### config.mk
export PLATFORM = sky130hd
export DESIGN_NAME = ser_8b10b_tx_flat
export DESIGN_NICKNAME = d
export VERILOG_FILES = /design/src/rtl/ser_8b10b_tx_if.sv /design/src/rtl/ser_8b10b_tx.sv /design/src/flat_wrapper.sv
export SDC_FILE = /design/constraint.sdc
export NUM_CORES = 1
export LEC_CHECK = 0
export BUFFER_PORTS_ARGS = -buffer_cell sky130_fd_sc_hd__buf_4
export CAP_MARGIN = 10
export CORE_MARGIN = 2
export CORE_UTILIZATION = 43
export CTS_BUF_LIST = sky130_fd_sc_hd__clkbuf_16
export DETAILED_ROUTE_END_ITERATION = 8
export GPL_TIMING_DRIVEN = 0
export PLACE_DENSITY_LB_ADDON = 0.12
export SLEW_MARGIN = 5
export SYNTH_ARGS = -nofsm -noshare
export SYNTH_HDL_FRONTEND = slang
export SYNTH_SLANG_ARGS = --single-unit
### constraint.sdc
create_clock -name clk_i -period 11.8 [get_ports clk_i]
set_input_delay 1.77 -clock clk_i [delete_from_list [all_inputs] [get_ports clk_i]]
set_output_delay 1.77 -clock clk_i [all_outputs]
set_load 0.02 [all_outputs]
### src/rtl/ser_8b10b_tx_if.sv
`default_nettype none
// +----------------------------------------------------------------------+
// | ser_8b10b_tx_if : character handshake into the 8b/10b serial TX      |
// | Rev 1.0                                                              |
// +----------------------------------------------------------------------+
interface ser_8b10b_tx_if;
  logic [8:0] data_i;
  logic       valid_i;
  logic       ready_o;

  modport master (output data_i, output valid_i, input ready_o);
  modport slave  (input data_i, input valid_i, output ready_o);
endinterface
`default_nettype wire

### src/rtl/ser_8b10b_tx.sv
`default_nettype none
// +----------------------------------------------------------------------+
// | ser_8b10b_tx : 8b/10b encoder + MSB-first serializer, K28.5 idle fill |
// | Optional macro SER_ERR_INJECT_EN adds inject_i (forced disparity err) |
// | Rev 1.0                                                              |
// +----------------------------------------------------------------------+
module ser_8b10b_tx #(
  parameter int         WIDTH     = 10,
  parameter logic [8:0] IDLE_CHAR = 9'h1BC
) (
  input  wire            clk_i,
  input  wire            rst_i,
  ser_8b10b_tx_if.slave  bus,
`ifdef SER_ERR_INJECT_EN
  input  wire            inject_i,
`endif
  output logic           serial_o,
  output logic           sob_o,
  output logic           kerr_o,
  output logic           rdisp_o
);

  if (WIDTH != 10) begin : g_width_check
    $error("ser_8b10b_tx: WIDTH must be 10");
  end

  logic [3:0]  cnt_q;
  logic [9:0]  shift_q;
  logic        rdisp_q;
  logic        kerr_q;

  logic [8:0]  sel_char;
  logic [8:0]  enc_char;
  logic        bad_k;
  logic        enc_din;
  logic [10:0] enc_out;

  function automatic logic legal_k(input logic [7:0] b);
    case (b)
      8'h1C, 8'h3C, 8'h5C, 8'h7C, 8'h9C, 8'hBC, 8'hDC, 8'hFC,
      8'hF7, 8'hFB, 8'hFD, 8'hFE: legal_k = 1'b1;
      default:                    legal_k = 1'b0;
    endcase
  endfunction

  // Returns {dispout, abcdei, fghj}. Tables hold the RD- form; RD+ forms
  // are the complements of the disparity-carrying (and D.7 / D.x.3) codes.
  function automatic logic [10:0] encode_8b10b(input logic [8:0] datain,
                                               input logic       dispin);
    logic [4:0] x;
    logic [2:0] y;
    logic       k;
    logic       k28;
    logic [5:0] c6;
    logic [3:0] c4;
    logic       rd3;
    logic       a7;
    logic       dout;
    k   = datain[8];
    x   = datain[4:0];
    y   = datain[7:5];
    k28 = k && (x == 5'd28);
    c6  = 6'b000000;
    case (x)
      5'd0:  c6 = 6'b100111;  5'd1:  c6 = 6'b011101;
      5'd2:  c6 = 6'b101101;  5'd3:  c6 = 6'b110001;
      5'd4:  c6 = 6'b110101;  5'd5:  c6 = 6'b101001;
      5'd6:  c6 = 6'b011001;  5'd7:  c6 = 6'b111000;
      5'd8:  c6 = 6'b111001;  5'd9:  c6 = 6'b100101;
      5'd10: c6 = 6'b010101;  5'd11: c6 = 6'b110100;
      5'd12: c6 = 6'b001101;  5'd13: c6 = 6'b101100;
      5'd14: c6 = 6'b011100;  5'd15: c6 = 6'b010111;
      5'd16: c6 = 6'b011011;  5'd17: c6 = 6'b100011;
      5'd18: c6 = 6'b010011;  5'd19: c6 = 6'b110010;
      5'd20: c6 = 6'b001011;  5'd21: c6 = 6'b101010;
      5'd22: c6 = 6'b011010;  5'd23: c6 = 6'b111010;
      5'd24: c6 = 6'b110011;  5'd25: c6 = 6'b100110;
      5'd26: c6 = 6'b010110;  5'd27: c6 = 6'b110110;
      5'd28: c6 = 6'b001110;  5'd29: c6 = 6'b101110;
      5'd30: c6 = 6'b011110;  5'd31: c6 = 6'b101011;
      default: c6 = 6'b000000;
    endcase
    if (k28) c6 = 6'b001111;
    if (dispin && (($countones(c6) != 3) || (x == 5'd7))) c6 = ~c6;
    rd3 = ($countones(c6) == 3) ? dispin : ~dispin;

    // Alternate x.7 avoids a run of five equal bits across the sub-block seam.
    a7 = (y == 3'd7) && (k ||
         (!rd3 && (x == 5'd17 || x == 5'd18 || x == 5'd20)) ||
         ( rd3 && (x == 5'd11 || x == 5'd13 || x == 5'd14)));
    case (y)
      3'd0:    c4 = 4'b1011;
      3'd1:    c4 = 4'b1001;
      3'd2:    c4 = 4'b0101;
      3'd3:    c4 = 4'b1100;
      3'd4:    c4 = 4'b1101;
      3'd5:    c4 = 4'b1010;
      3'd6:    c4 = 4'b0110;
      default: c4 = a7 ? 4'b0111 : 4'b1110;
    endcase
    if (k28 && !rd3 && (y == 3'd1 || y == 3'd2 || y == 3'd5 || y == 3'd6))
      c4 = ~c4;
    if (rd3 && (($countones(c4) != 2) || (y == 3'd3))) c4 = ~c4;
    dout = ($countones(c4) == 2) ? rd3 : ~rd3;
    encode_8b10b = {dout, c6, c4};
  endfunction

  always_comb begin
    sel_char = bus.valid_i ? bus.data_i : IDLE_CHAR;
    bad_k    = sel_char[8] && !legal_k(sel_char[7:0]);
    enc_char = bad_k ? IDLE_CHAR : sel_char;
`ifdef SER_ERR_INJECT_EN
    enc_din  = rdisp_q ^ inject_i;
`else
    enc_din  = rdisp_q;
`endif
    enc_out  = encode_8b10b(enc_char, enc_din);
  end

  always_ff @(posedge clk_i) begin
    if (rst_i) begin
      cnt_q   <= 4'd9;
      shift_q <= 10'd0;
      rdisp_q <= 1'b0;
      kerr_q  <= 1'b0;
    end else if (cnt_q == 4'd9) begin
      shift_q <= enc_out[9:0];
      rdisp_q <= enc_out[10];
      cnt_q   <= 4'd0;
      kerr_q  <= bad_k;
    end else begin
      shift_q <= {shift_q[8:0], 1'b0};
      cnt_q   <= cnt_q + 4'd1;
      kerr_q  <= 1'b0;
    end
  end

  assign bus.ready_o = (cnt_q == 4'd9);
  assign serial_o    = shift_q[9];
  assign sob_o       = (cnt_q == 4'd0);
  assign kerr_o      = kerr_q;
  assign rdisp_o     = rdisp_q;

endmodule
`default_nettype wire
### src/flat_wrapper.sv
// flat-port wrapper written by rule: the top's interface ports become plain ports
module ser_8b10b_tx_flat 
#(
  parameter int         WIDTH     = 10,
  parameter logic [8:0] IDLE_CHAR = 9'h1BC
)
  (clk_i, rst_i, serial_o, sob_o, kerr_o, rdisp_o, bus_data_i, bus_valid_i, bus_ready_o);
  ser_8b10b_tx_if bus_i ();
  input  wire clk_i;
  input  wire rst_i;
  output logic serial_o;
  output logic sob_o;
  output logic kerr_o;
  output logic rdisp_o;
  input wire logic [$bits(bus_i.data_i)-1:0] bus_data_i;
  input wire logic [$bits(bus_i.valid_i)-1:0] bus_valid_i;
  output wire logic [$bits(bus_i.ready_o)-1:0] bus_ready_o;
  assign bus_i.data_i = bus_data_i;
  assign bus_i.valid_i = bus_valid_i;
  assign bus_ready_o = bus_i.ready_o;
  ser_8b10b_tx #(.WIDTH(WIDTH), .IDLE_CHAR(IDLE_CHAR)) u_core (.clk_i(clk_i), .rst_i(rst_i), .bus(bus_i), .serial_o(serial_o), .sob_o(sob_o), .kerr_o(kerr_o), .rdisp_o(rdisp_o));
endmodule
# Yosys cells after proc, flatten, opt, wreduce, memory -nomap -nowiden
# Memories as Yosys holds them, arrays and structs flattened.
# Index checks and enable logic that the tools add are counted.
# op_classes
n_addsub	17
eq_ne	32
n_mul	0
n_div	0
order_cmp	0
bitwise_logic	6
reduce_logical	27
shifts	0
mux	13
# ops
op	n
32-bit adder	6
32-bit by 3-bit equality test with 1-bit output (second input constant)	2
8-bit equality test (second input constant)	8
32-bit by 3-bit != test with 1-bit output (second input constant)	2
4-bit case mux with 7 select lines	1
1-bit by 1-bit adder with 2-bit output	10
5-bit equality test (second input constant)	4
9-bit 2-to-1 mux	2
8-bit by 7-bit equality test with 1-bit output (second input constant)	2
4-bit 2-to-1 mux	4
5-bit by 4-bit equality test with 1-bit output (second input constant)	3
3-bit equality test (second input constant)	4
6-bit 2-to-1 mux	2
12-bit OR reduction	1
1-bit logical OR	11
10-bit 2-to-1 mux	1
1-bit logical AND	9
8-bit by 5-bit equality test with 1-bit output (second input constant)	1
8-bit by 6-bit equality test with 1-bit output (second input constant)	1
4-bit inverter	2
3-bit by 2-bit equality test with 1-bit output (second input constant)	2
6-bit inverter	1
5-bit by 3-bit equality test with 1-bit output (second input constant)	1
4-bit by 1-bit adder with 4-bit output (second input constant)	1
8 further kinds	14
# totals
ff_bits	16
latch_bits	0
mem_bits_rw	0
output_inout_bits	5
n_memories	1
mem_bits_ro	192
# mem_list
memory	words	width	read_ports	rd_ports_with_merged_regs	write_ports	line	source
(no name shown)	32	6	1	0	0	ser_8b10b_tx.sv:64	case (x)

# Longest topological paths before layout
# Gate-level depths: netlist of run 1.
# depth
word_depth	41
mapped_depth	38

# Least setup slack after synthesis of run 1
# OpenSTA, ideal clock, no wires.
# synth_timing
path_type	input to register
from	input bus_data_i[2]
to	register u_core.rdisp_q, in the netlist u_core.rdisp_o
setup_slack_ns	2.425
path_buffers	2
setup_ns	0.071
arrival_ns	9.305
required_time_ns	11.729
path_stages	36
cell_sequence	buf_6 -> xnor2_2 -> mux2_4 -> a21oi_2 -> and3_1 -> inv_1 -> ha_1 -> a31o_2 -> a21oi_1 -> o2111ai_1 -> a21oi_1 -> inv_1 -> ha_1 -> fa_1 -> ha_1 -> nand2_1 -> o31a_1 -> a41oi_1 -> clkbuf_1 -> a21oi_1 -> a2bb2o_1 -> fa_1 -> ha_1 -> nor4bb_1 -> xnor2_1 -> nand2_1 -> o31ai_1 -> or3_1 -> nand2_1 -> xnor2_1 -> ha_1 -> fa_1 -> nor3b_1 -> xnor2_1 -> nand2_1 -> a21oi_1
# synth_between
elab_chain_len	41
word_cells_on_any_way	87
classes_between	add/sub: 16; eq/ne: 31; mux: 11; bitwise: 4; reduce/logical: 24; memory: 1
# synth_rtl
element	line	source
start: declaration	flat_wrapper.sv:15	input wire logic [$bits(bus_i.data_i)-1:0] bus_data_i;
9-bit 2-to-1 mux *	ser_8b10b_tx.sv:109	sel_char = bus.valid_i ? bus.data_i : IDLE_CHAR;
8-bit by 5-bit equality test with 1-bit output (tied with other cells)	ser_8b10b_tx.sv:39	case (b)
12-bit OR reduction	ser_8b10b_tx.sv:39	
1-bit 2-to-1 mux	ser_8b10b_tx.sv:39	
1-bit logical NOT	ser_8b10b_tx.sv:110	bad_k = sel_char[8] && !legal_k(sel_char[7:0]);
1-bit logical AND	ser_8b10b_tx.sv:110	
9-bit 2-to-1 mux *	ser_8b10b_tx.sv:111	enc_char = bad_k ? IDLE_CHAR : sel_char;
parallel branches: the longest is 33 deep, another holds 32-bit adder	--	
1-bit 2-to-1 mux *	ser_8b10b_tx.sv:104	dout = ($countones(c4) == 2) ? rd3 : ~rd3;
end signal: assignment	ser_8b10b_tx.sv:128	rdisp_q <= enc_out[10];
end: declaration	ser_8b10b_tx.sv:29	logic rdisp_q;
# Every way passes the cells marked *.
# A chain may end at the register's enable or synchronous reset.

# Final worst setup path of run 1
# layout_timing
from	input bus_data_i[3]
to	register u_core.rdisp_q, in the netlist u_core.rdisp_o
# The elaborated chain is that of the path after synthesis.

==> results.txt, run 1 <==
Global routing used 18.6% of the available tracks across all layers. After clock tree synthesis, the flow added hold-fix buffers numbering 0. The worst slew slack as a fraction of its limit is 41.9%.

The post-detailed-placement half-perimeter wirelength is 3.64 mm. Dividing total power by cell area gives a power density of 129 nW/um^2. The fraction of final layout cells sized beyond drive strength 1 is 16.2%. For met3 alone, demand over resource in global routing was 2.90%. For this run, the leading register cell type out of synthesis is sky130_fd_sc_hd__dfxtp_1. The die is 72.7 um tall. Summing the sequential cell areas from Yosys gives 15.8% of the chip area. The number of cells produced by synthesis came out at 248.

For this run the aggregate overflow at the end of global routing stands at 0. The detailed-router iteration count before antenna repair is 5. The die is 72.7 um wide. The delay of the slowest cell on the worst path is 0.47 ns.

The final-report hold violation count is 0. The total of buffers placed on input and output ports came out at 13. The largest net degree at the start of global routing came out at 11.

The initial antenna violation count came out at 0. The area of the die came out at 5290 sq um. The type of destination of the critical path is a flop. The register bit total from synthesis came out at 16.

The total number of H-tree levels is 1. The arrival time reported for the critical path endpoint came out at 10.68 ns. The share of flip-flops with an asynchronous set or reset after synthesis came out at 0%. The most critical setup path has its startpoint at bus_data_i[3]. Across all hold checks on the routed design, the worst slack comes to 0.432 ns.

The worst setup path is launched from an input port. The most common cell after layout, fill and taps aside is sky130_fd_sc_hd__nand2_1. The startpoint-to-endpoint class of the critical path is in2reg.

The flow ran to the end, and the final reports show no timing, DRC or antenna violations. The clock latency of the later-clocked register in the worst-skew pair came out at 0.25 ns. Data on the critical path is required at its endpoint by 11.98 ns. The maximum fanout along the worst path came out at 10. The clock passes through at most 2 buffers. The number of slew-limit violations in the final report was 0. The number of flops mapped to enable cells by yosys is 0.

The ratio of routed vias to standard cells came out at 5.87. Timing would allow up to 95.2 MHz. The met2 routing resource usage after global routing came out at 28.0%. The cell with the biggest individual delay on the critical path is sky130_fd_sc_hd__fa_1. The tool flagged a number of max-cap violations equal to 0.

The number of buffers added for setup after CTS is 0. The root buffer cell is sky130_fd_sc_hd__clkbuf_16. The post-synthesis average cell area is 8.18 sq um.

The slew of the pin with the lowest slew margin is 0.863 ns. The I/O pin count came out at 17. By instance count, the cell type seen most on the critical path is sky130_fd_sc_hd__ha_1. Yosys attributes the largest share of cell area to sky130_fd_sc_hd__dfxtp_1 16%, sky130_fd_sc_hd__ha_1 12%, sky130_fd_sc_hd__nand2_1 4.8%, sky130_fd_sc_hd__a2111oi_4 4.1%, sky130_fd_sc_hd__fa_1 3.9%. The total non-filler cell area in the finished layout came out at 2270 sq um. The leakage dissipation is 0.968 nW.

The area after detailed placement is 2190 sq um. The routed wirelength normalized by instance count came out at 14.8 um. The number of DRC violations after detailed-routing iteration 0 came out at 200. In this run the critical register-to-register path is launched from u_core.rdisp_o$_SDFFE_PP0P_.

The TritonCTS buffer count is 3. The cell taking the most area after synthesis is sky130_fd_sc_hd__dfxtp_1. The final weighted congestion in routability-driven placement came out at 0.941. During synthesis, Yosys emitted a total of 0 warnings. After layout, the minimum clock period comes to 10.51 ns. The initialized floorplan defines 24 standard-cell rows. The number of gates resized after CTS was 0. The library cells used most frequently in the layout, excluding fill and tap cells, are 26 x sky130_fd_sc_hd__nand2_1, 20 x sky130_fd_sc_hd__ha_1, 19 x sky130_fd_sc_hd__inv_1. Setup repair after global routing left no endpoint under its margin.

The number of different library cells used by synthesis comes to 72. The CTS clock-pin slew for the worst setup and hold paths is 0.05 ns. The first global-routing pass estimated 7.96 mm of wire. The number of fillers in the final layout came out at 442.

The via count of the first global-routing pass is 1690. The remaining antenna violation count came out at 0. After detailed routing, the total wire length is 4.69 mm. The final period utilization came out at 89.0%. The tightest min-delay check is of the reg2reg type. TritonCTS built the clock tree. The floorplan core area came out at 4440 sq um. The routed layout has 1860 vias. The area share of the largest cell type after synthesis came out at 15.8%. The final setup violation count is 0. The layer with the highest usage after global routing is met2. The worst voltage drop across the vdd grid is 0.000147 V. For this configuration, the core starts out at a cell density of 45.7%. The post-synthesis cell area came out at 2030 sq um. The clock tree skew after final layout came out at 0.00730 ns. The number of DRC violations after detailed routing came out at 0. The count of clock tree sinks is 16.

The final layout net count came out at 302. The area growth from synthesis to final layout came out at 11.9%. The number of antenna diodes came out at 0. The worst hold path begins at u_core.shift_q[4]$_SDFF_PP0_.

The number of nets handed over by synthesis was 284. The global routing usage on met1 came out at 28.0%. Setup total negative slack on the finished layout was measured at 0 ns.
==> path summary, 6_finish.rpt <==
| path | endpoint | slack (ns) | depth (start not counted) |
|---|---|---|---|
| max | u_core.rdisp_o$_SDFFE_PP0P_ | 1.29 | 37 |
| min | u_core.shift_q[5]$_SDFF_PP0_ | 0.43 | 2 |
| max reg2reg | u_core.rdisp_o$_SDFFE_PP0P_ | 6.50 | 20 |
| min reg2reg | u_core.shift_q[5]$_SDFF_PP0_ | 0.43 | 2 |
==> final cells by class <==
cell class / count / area, sq um / share of cell area [%]
multi-input cells: 202 / 1560 / 68.5
flip-flops and latches: 16 / 320 / 14.1
repair buffers: 13 / 97.6 / 4.30
plain buffers: 11 / 81.3 / 3.58
clock buffers: 3 / 75.1 / 3.31
inverters: 19 / 71.3 / 3.14
well taps: 52 / 65.1 / 2.87
clock inverters: 1 / 3.75 / 0.165
==> logic make-up (layout without fill, tap and decap cells) <==
| kind of cell | after synthesis | count (layout) | synth area share [%] |
|---|---|---|---|
| AND/OR/NAND/NOR | 96 | 96 | 25.2 |
| AO/OA/AOI/OAI | 65 | 65 | 26.6 |
| buffers and inverters | 30 | 47 | 7.52 |
| adder cells (fa/ha/maj) | 24 | 24 | 16.3 |
| flip-flops | 16 | 16 | 15.8 |
| multiplexers | 10 | 10 | 5.24 |
| XOR/XNOR | 7 | 7 | 3.39 |
==> flip-flops by register name (all words and copies together) (netlist names) <==
name,count
u_core.shift_q,10
u_core.rdisp_o,1
u_core.cnt_q,4
u_core.kerr_o,1
==> through the flow <==
step                worst slack (ns)  util (%)  instances  total power, mW
detailed placement              1.12      49.3        313            0.229
floorplan                       2.42         -        248            0.191
finish                          1.29      51.1        317            0.294
CTS                             1.37      51.1        317            0.296
global route                   0.578      51.1        317            0.321
global placement                1.11      49.3        313            0.228
==> critical path: cells and delay by family <==
family | cells | cell delay (ns)
AO/OA/AOI/OAI | 11 | 2.72
XOR/XNOR | 3 | 0.66
adder cells (fa/ha/maj) | 8 | 2.77
buffers and inverters | 5 | 0.90
multiplexers | 1 | 0.33
AND/OR/NAND/NOR | 9 | 1.52
==> synthesized netlist by cell type (all sizes together) (2+ instances only) <==
cell type  count
nand2         28
ha            20
inv           19
nor2          18
dfxtp         16
a21oi         14
o21ai         11
mux2i          8
nand3          8
clkbuf         7
nor3b          7
nor4           6
or2            6
xnor2          6
nand2b         5
nor3           5
a211oi         4
a311oi         4
fa             4
a2111oi        3
a21o           3
and3           3
buf            3
o2111ai        3
a21boi         2
a31oi          2
mux2           2
o22ai          2
o31ai          2
or3            2
==> per-layer routing <==
metal / share of wire, % / vias to the layer above / wire length, um
met4: 1.8 / 0 / 85
met5: 0 / - / 0
met2: 43 / 77 / 1990
met3: 6.5 / 10 / 304
li1: - / 936 / -
met1: 49 / 837 / 2300
==> where the power goes <==
part / internal (mW) / switching, mW / total [mW] / leakage, nW
registers: 0.0680 / 0.00712 / 0.0751 / 0.132
logic: 0.0639 / 0.0891 / 0.153 / 0.797
clock network: 0.0449 / 0.0209 / 0.0658 / 0.0385
(Power assumes the default switching activity.)
==> run 2: changes to the inputs <==
- PLACE_DENSITY: unset -> 0.7
- PLACE_DENSITY_LB_ADDON: 0.12 -> unset
==> results.txt, run 2 (synthesis results as in run 1) <==
The flow ran to the end, and the final reports show no timing, DRC or antenna violations. The number of flip-flops under the largest register name came to 10 (unchanged). The highest metal layer with signal wires is met3.

The filler-free cell count of the finished design came out at 317 (unchanged). The number of placement rows is 24 (unchanged). The I/O pin count came out at 17 (unchanged). The via count of the first global-routing pass came out at 1692 (+0.12%). The worst slew slack as a fraction of its limit came to 27.9% (-14 points).

The area of the multi-input gates was 1560 sq um (unchanged). In this run the clock root is driven by a sky130_fd_sc_hd__clkbuf_16. The area growth from synthesis to final layout was 11.9% (unchanged). The final setup violation count came out at 0 (unchanged). The starting utilization of the core area came to 45.7% (unchanged). The final weighted congestion in routability-driven placement was 0.930 (-1.2%).

By startpoint and endpoint, the worst setup path is classified as in2reg. The floorplan core area is 4440 sq um (unchanged). The total negative slack came out at 0 ns (unchanged). The number of max-cap violations is 0 (unchanged). The buffer levels on the longest clock path is 2 (unchanged). The number of antenna diodes was 0 (unchanged). The final-report hold violation count came out at 0 (unchanged). The number of placed instances, taps included is 313 (unchanged). The worst setup path is captured at a flop.

The clock tree skew after final layout came out at 0.00272 ns (-0.00458 ns). In the final layout, the registers with the most flip-flops are u_core.shift_q x10, u_core.cnt_q x4. The clock tree from TritonCTS is built. The leakage dissipation came out at 0.968 nW (unchanged). The count of clock tree sinks came out at 16 (unchanged).

The worst setup path is launched from an input port. The number of DRC violations after detailed-routing iteration 0 came out at 217 (+8.5%). The highest clock frequency the design can meet is 96.4 MHz (+1.3%).

The worst slack at placement was 1.32 ns (+0.196 ns). The worst-case setup margin in the final layout came to 1.43 ns (+0.137 ns). The total number of H-tree levels came out at 1 (unchanged). The number of DRC violations after detailed routing is 0 (unchanged). The hold-fix buffer count after cts is 0 (unchanged). The cell with the most instances on the worst path is sky130_fd_sc_hd__ha_1. The area of the die was 5290 sq um (unchanged).

The delay of the slowest cell on the worst path was 0.51 ns (+0.04 ns). The maximum fanout along the worst path came out at 10 (unchanged). The minimum clock period is 10.37 ns (-0.137 ns).

The post-route met1 wirelength is 2.23 mm (-3.3%). The required arrival time at the worst endpoint is 11.97 ns (about the same). The total power consumption of the routed design is 0.291 mW (-1.0%). The slew of the pin with the lowest slew margin was 1.07 ns (+0.208 ns). The library cells used most frequently in the layout, excluding fill and tap cells, are 26 x sky130_fd_sc_hd__nand2_1, 20 x sky130_fd_sc_hd__ha_1, 19 x sky130_fd_sc_hd__inv_1. The final layout net count is 302 (unchanged).

The detailed-router iteration count before antenna repair is 4 (-1). The CTS clock-pin slew for the worst setup and hold paths came out at 0.05 ns (about the same). The total grt overflow came out at 0 (unchanged). The die boundary width is 72.7 um (unchanged).

The routed wire length is 4.71 mm (+0.49%). The detailed route wirelength on metal2 was 2.22 mm (+11%). Among all stages on the critical path, the largest delay is contributed by sky130_fd_sc_hd__xnor2_1. The arrival time reported for the critical path endpoint is 10.54 ns (-0.14 ns). The number of fillers in the final layout is 422 (-4.5%). The TritonCTS buffer count is 3 (unchanged).

The final period utilization came out at 87.9% (-1.2 points). The sequential cell area is 320 sq um (unchanged). The routed wirelength normalized by instance count came out at 14.9 um (+0.49%). The clock latency of the later-clocked register in the worst-skew pair is 0.24 ns (about the same). The floorplan die height is 72.7 um (unchanged). The number of buffer and inverter instances along the worst setup path came out at 5 (unchanged). The total of buffers placed on input and output ports came out at 13 (unchanged). The most common cell after layout, fill and taps aside is sky130_fd_sc_hd__nand2_1. The class of the most critical hold timing path is reg2reg. The total met3 wirelength after detailed routing came to 266 um (-13%). Counting flops per register, the top entry is u_core.shift_q.

The number of buffers added for setup after CTS came out at 0 (unchanged). Setup repair after global routing left no endpoint under its margin. The initial antenna violation count is 0 (unchanged).

The fraction of final layout cells sized beyond drive strength 1 is 16.2% (unchanged). The remaining antenna violation count came to 0 (unchanged). The cell area power density is 128 nW/um^2 (-1.0%). The wire length of the first global-routing pass came to 7.87 mm (-1.1%). The total routing usage reported by global routing is 18.5% (about the same). The worst voltage drop across the vdd grid came out at 0.000163 V (+11%). The kind of cell with the highest combined delay on the critical path is adder cells.

The detailed-route via count is 1871 (+0.59%). The post-detailed-placement half-perimeter wirelength came out at 3.74 mm (+2.8%). The ratio of routed vias to standard cells was 5.90 (+0.59%). The final core utilization came out at 51.1% (unchanged). The post-CTS resize count came out at 0 (unchanged). The largest net degree at the start of global routing came out at 11 (unchanged). The number of slew-limit violations in the final report is 0 (unchanged).
[run 2: path summary, 6_finish.rpt]
kind                                                   start                      endpoint  slack [ns]  cells after the start
worst min register to register  u_core.shift_q[0]$_SDFF_PP0_  u_core.shift_q[1]$_SDFF_PP0_        0.43                      2
worst max register to register   u_core.rdisp_o$_SDFFE_PP0P_   u_core.rdisp_o$_SDFFE_PP0P_        6.60                     20
worst max-delay path                           bus_data_i[3]   u_core.rdisp_o$_SDFFE_PP0P_        1.43                     37
worst min-delay path            u_core.shift_q[0]$_SDFF_PP0_  u_core.shift_q[1]$_SDFF_PP0_        0.43                      2
[run 2: metrics by stage]
| stage | cell area, sq um | hold slack [ns] |
|---|---|---|
| floorplan | 2030 | 0.417 |
| global placement | 2190 | 0.423 |
| detailed placement | 2190 | 0.431 |
| CTS | 2270 | 0.437 |
| global route | 2270 | 0.446 |
| finish | 2270 | 0.435 |
[run 2: layout make-up]
class	instances	area share, %
repair buffers	13	4.30
inverters	19	3.14
clock inverters	1	0.165
flip-flops and latches	16	14.1
multi-input cells	202	68.5
clock buffers	3	3.31
well taps	52	2.87
plain buffers	11	3.58
[run 2: routing by layer]
layer,global-route usage [%],up-vias
met5,0,-
met4,0.617,0
met3,3.31,0
met2,31.5,58
met1,25.9,868
li1,-,945
[run 2: power by group]
| group | switching [mW] | internal (mW) |
|---|---|---|
| sequential | 0.00751 | 0.0681 |
| combinational | 0.0882 | 0.0637 |
| clock | 0.0187 | 0.0447 |
[run 2: tightest hold or removal path: stages (launching register included)]
cell and delay (ns):
sky130_fd_sc_hd__dfxtp_1 0.29, sky130_fd_sc_hd__nand2_1 0.05, sky130_fd_sc_hd__a21oi_1 0.05
